File: src/rtl/sync_fifo_4b.sv
// Show-ahead synchronous FIFO with valid/ready on both sides.
// Pointers carry an extra wrap bit so full and empty are told apart without a separate counter.
module sync_fifo_4b #(
    parameter int  WIDTH = 4,
    parameter int  DEPTH = 8,
    localparam int AW    = $clog2(DEPTH)
) (
    input  logic             clk,
    input  logic             reset,
    input  logic             wr_valid,
    output logic             wr_ready,
    input  logic [WIDTH-1:0] wr_data,
    output logic             rd_valid,
    input  logic             rd_ready,
    output logic [WIDTH-1:0] rd_data,
    output logic [AW:0]      count
);

    logic [WIDTH-1:0] mem [DEPTH];
    logic [AW:0]      wp;
    logic [AW:0]      rp;
    logic             empty;
    logic             full;
    logic             wr_en;
    logic             rd_en;

    assign empty    = (wp == rp);
    assign full     = (wp[AW-1:0] == rp[AW-1:0]) && (wp[AW] != rp[AW]);
    assign wr_ready = !full;
    assign rd_valid = !empty;
    assign wr_en    = wr_valid && wr_ready;
    assign rd_en    = rd_valid && rd_ready;
    assign count    = wp - rp;
    assign rd_data  = mem[rp[AW-1:0]];

    // Storage is never reset; stale entries are unreachable once the pointers are cleared.
    always_ff @(posedge clk) begin
        if (wr_en)
            mem[wp[AW-1:0]] <= wr_data;
    end

    always_ff @(posedge clk or negedge reset) begin
        if (!reset) begin
            wp <= '0;
            rp <= '0;
        end else begin
            if (wr_en)
                wp <= wp + (AW+1)'(1);
            if (rd_en)
                rp <= rp + (AW+1)'(1);
        end
    end

endmodule

File: config.mk
export PLATFORM = sky130hd
export DESIGN_NAME = sync_fifo_4b
export DESIGN_NICKNAME = d
export VERILOG_FILES = /design/src/rtl/sync_fifo_4b.sv
export SDC_FILE = /design/constraint.sdc
export NUM_CORES = 1
export LEC_CHECK = 0
export CORE_MARGIN = 1.5
export CORE_UTILIZATION = 50
export DETAILED_ROUTE_END_ITERATION = 6
export PLACE_DENSITY = 0.7
export SETUP_SLACK_MARGIN = 0.4
export SKIP_CTS_REPAIR_TIMING = 1
export SLEW_MARGIN = 30
export SYNTH_ARGS = -nofsm -noshare
export SYNTH_HDL_FRONTEND = slang
export SYNTH_SLANG_ARGS = --single-unit
File: constraint.sdc
create_clock -name clk -period 4.81 [get_ports clk]
set_clock_uncertainty 0.15 [all_clocks]
set_input_delay 0.962 -clock clk [delete_from_list [all_inputs] [get_ports clk]]
set_output_delay 0.962 -clock clk [all_outputs]
set_load 0.05 [all_outputs]
* After elaboration in Yosys (flattened, before gate mapping)
Memory sizes are Yosys's and may differ from the RTL's.
Index checks and enable logic that the tools add are counted.
** Storage, ports and cells
- Flip-flop bits (word level) :: 8
- Input bits :: 8
- Bits in writable memories :: 32
- Word-level logic and storage cells :: 16
- Memories :: 1
- Memory bits (read-only) :: 0
- Latch bits :: 0
** Operators by class
- $add $sub $neg :: 3
- Multiply operators :: 0
- Shifts and indexed selects :: 0
- Order comparisons :: 0
- Reductions and logical operators :: 5
- Divide/modulo/power cells :: 0
- Bitwise gates (word level) :: 0
- Eq/ne operators :: 3
- Muxes and demuxes :: 2
** Memory list
- mem :: words 8, bits a word 4, read ports 1, clocked after memory_dff 0, wr ports 1, RTL line 19 : logic [WIDTH-1:0] mem [DEPTH];
** Operator list (count)
- $add A4 B1 Y4 const B :: 2
- $eq A4 B4 Y1 :: 1
- $sub A4 B4 Y4 :: 1
- $eq A3 B3 Y1 :: 1
- $logic_and A1 B1 Y1 :: 3
- $logic_not A1 Y1 :: 2
- $mux W1 :: 2
- $ne A1 B1 Y1 :: 1

* Logic depth before layout (Yosys ltp)
- Word-level depth :: 6
- Depth in mapped cells :: 7
- Mapped depth without buffers :: 6

* Worst setup path after synthesis
OpenSTA, ideal clock, no wires.
- Path kind :: register to output
- Start :: register rp[1]
- End :: output count[3]
- Cell stages (with the launch flop) :: 7
- Arrival time :: 1929 ps
- Slack :: 1769 ps
- Cells stage by stage :: dfrtp_1 > buf_2 > inv_1 > ha_1 > a21o_1 > a21oi_1 > xnor2_1
** On the way
- Cells in the longest elaborated chain, start to end :: 1
** Ends and longest elaborated chain
- start: declaration :: RTL line 21 : logic [AW:0] rp;
- start signal: assignment :: RTL line 50 : rp <= rp + (AW+1)'(1);
- $sub A4 B4 Y4 :: RTL line 33 : assign count = wp - rp;
- end: declaration :: RTL line 16 : output logic [AW:0] count
Every way passes these cells.

* Worst setup path in the final report
Same ends and word-level chain as after synthesis.

==> run summary <==
met2 usage -> 23.25%
routed wire length -> 2747 um
DP Wirelength -> 2024 um
Die Y -> 62.53 um
Syn Std Cell Area -> 0.001772 mm^2
sequential share of the synthesized area -> 65.54%
status -> finished clean
syn_nets -> 125
Rel. slew slack -> 48.20%
starting density of the core -> 52.68%
core area -> 0.003363 mm^2
asr flop ratio synth -> 20.00%
fmax -> 0.2594 GHz
# DRC -> 0
largest net degree at the start of global routing -> 14
crit end category -> output port
# rows -> 21
Post-synth EDFFs -> 32
top cells by area, synth -> edfxtp_1 54%, dfrtp_1 11%, mux4_2 10%
GR peak layer -> met2
CP Launch Type -> flip-flop
met1 usage -> 22.06%
count leader, synth -> edfxtp_1
Worst Path Arrival -> 2740 ps
max-capacitance violation count -> 0
Global Route met3 Usage -> 5.946%
crit path time final -> 3854 ps
Mapped Avg Cell Area -> 15.96 um^2
Routed Antenna Nets -> 0
Final nets -> 146
crit-path max FO -> 13
antenna cells -> 0
yosys warns -> 0
Pins Over Slew Limit -> 0
Yosys top cell by area -> edfxtp_1
flip-flop and latch count after synthesis -> 40
Synth top area share -> 54.24%
multi-input logic area -> 568.0 um^2
most common library cells after synthesis -> 32 x edfxtp_1, 15 x nand2_1, 8 x dfrtp_1, 8 x mux4_2, 7 x xnor2_1
First-pass DRT Iterations -> 4
RSZ-0062 raised after global routing -> false
worst skew pair latency -> 330 ps
wire length of the first global-routing pass -> 4491 um
CP required -> 3700 ps
initial antenna violation count -> 0
via-per-instance ratio -> 5.201
clock-pin slew on the worst setup and hold paths -> 100 ps
GRT Resource Usage Total -> 15.94%
Tcrit/Tclk final -> 80.13%
Root Driver -> clkbuf_4
setup TNS -> 0 ps
CTS tree -> done
Vias -> 931
FF/Latch Area -> 0.001161 mm^2
Bufs on Longest Clock Path -> 2
share of cells above drive strength 1 -> 18.05%
slowest stage delay, CP -> 810 ps
critical path's slowest cell -> clkdlybuf4s50_1
Layout fillers -> 280
Sinks on Clock Net -> 40
Most used DFF post-synth -> edfxtp_1
Setup Viol. Count Final -> 0
DRT iter0 DRCs -> 34
Die Wd -> 62.53 um
IO Pins -> 18
final count of hold timing violations -> 0
Cell variety after synth -> 27
die area -> 0.003909 mm^2
cell count after synthesis -> 111
grt ovf -> 0
RD Place Congestion -> 0.7218
DR WL/cell -> 15.35 um
vias in the first global route -> 853
CP Class -> reg2out
critical-path cell list -> inv_1 > ha_1 > a21o_1 > a21oi_1 > xnor2_1 > clkdlybuf4s50_1
Worst Tran Pin Value -> 769.9 ps
Worst Hold Class -> reg2reg
area added between synthesis and finish -> 16.24%
Buffers on Ports -> 17
Inserted Clock Buffers -> 5
CTS H-tree lvls -> 2
-- sequential cells by signal, indices dropped and copies added (netlist names) --
name  count
rp        4
mem      32
wp        4
-- critical path, delay by kind of cell, from the launching register on --
family	cells	cell delay (ps)
buf+inv	2	920
flops	1	680
compound gates	2	360
fa+ha+maj	1	320
xor+xnor	1	130
-- final cells by class --
cell class / instances / share of cell area [%]
clock inverter: 2 / 1.701
inverter: 7 / 1.276
timing repair buffer: 17 / 8.262
sequential: 40 / 56.38
tap: 46 / 2.795
multi-input combinational: 61 / 27.58
clock buffer: 6 / 2.005
-- through the flow --
| step | hold WS (ps) | cells | cell area, um^2 | util [%] | worst slack, ps |
|---|---|---|---|---|---|
| floorplan | 377.1 | 111 | 1772 | - | 1769 |
| global route | 433.4 | 179 | 2059 | 61.24 | 770.0 |
| CTS | 417.2 | 179 | 2059 | 61.24 | 933.8 |
| detailed placement | 403.4 | 171 | 1983 | 58.97 | 1320 |
| global placement | 396.9 | 171 | 1983 | 58.97 | 1358 |
| finish | 415.1 | 179 | 2059 | 61.24 | 955.6 |
-- metal layers --
layer	wire length, um	up-vias
met3	146	6
met5	0	-
li1	-	453
met2	1261	19
met1	1291	453
met4	47	0
-- final timing paths --
kind                             from         to  slack, ps  cells after the start
worst max-delay path            rp[1]   count[3]        960                      6
worst min-delay path            wp[3]      wp[3]        420                      1
worst max register to register  rp[0]  mem[0][0]       2090                      5
worst min register to register  wp[3]      wp[3]        420                      1
max in group asynchronous       reset      rp[1]       3490                      1
min in group asynchronous       reset      wp[2]        750                      1
-- cells in the final DEF, fill, tap and decap left out, types with 2 or more instances in the layout --
cell              n
mux4_2            8
xnor2_1           7
nor3_1            4
xor2_1            2
nand3_1           4
inv_1             6
nor2_1            3
ha_1              5
clkdlybuf4s50_1  17
nand2_1          15
dfrtp_1           8
edfxtp_1         32
clkbuf_4          5
mux2_4            2
-- cells by family after synthesis --
logic type	synth area share, %
XOR/XNOR	5.368
buffers and inverters	2.401
AND/OR/NAND/NOR	8.263
multiplexers	11.86
AO/OA/AOI/OAI	1.907
flip-flops	65.54
adder cells (fa/ha/maj)	4.661
Power is not shown: default switching activity piles up to over one toggle a cycle in this logic, so the estimate is an artifact.
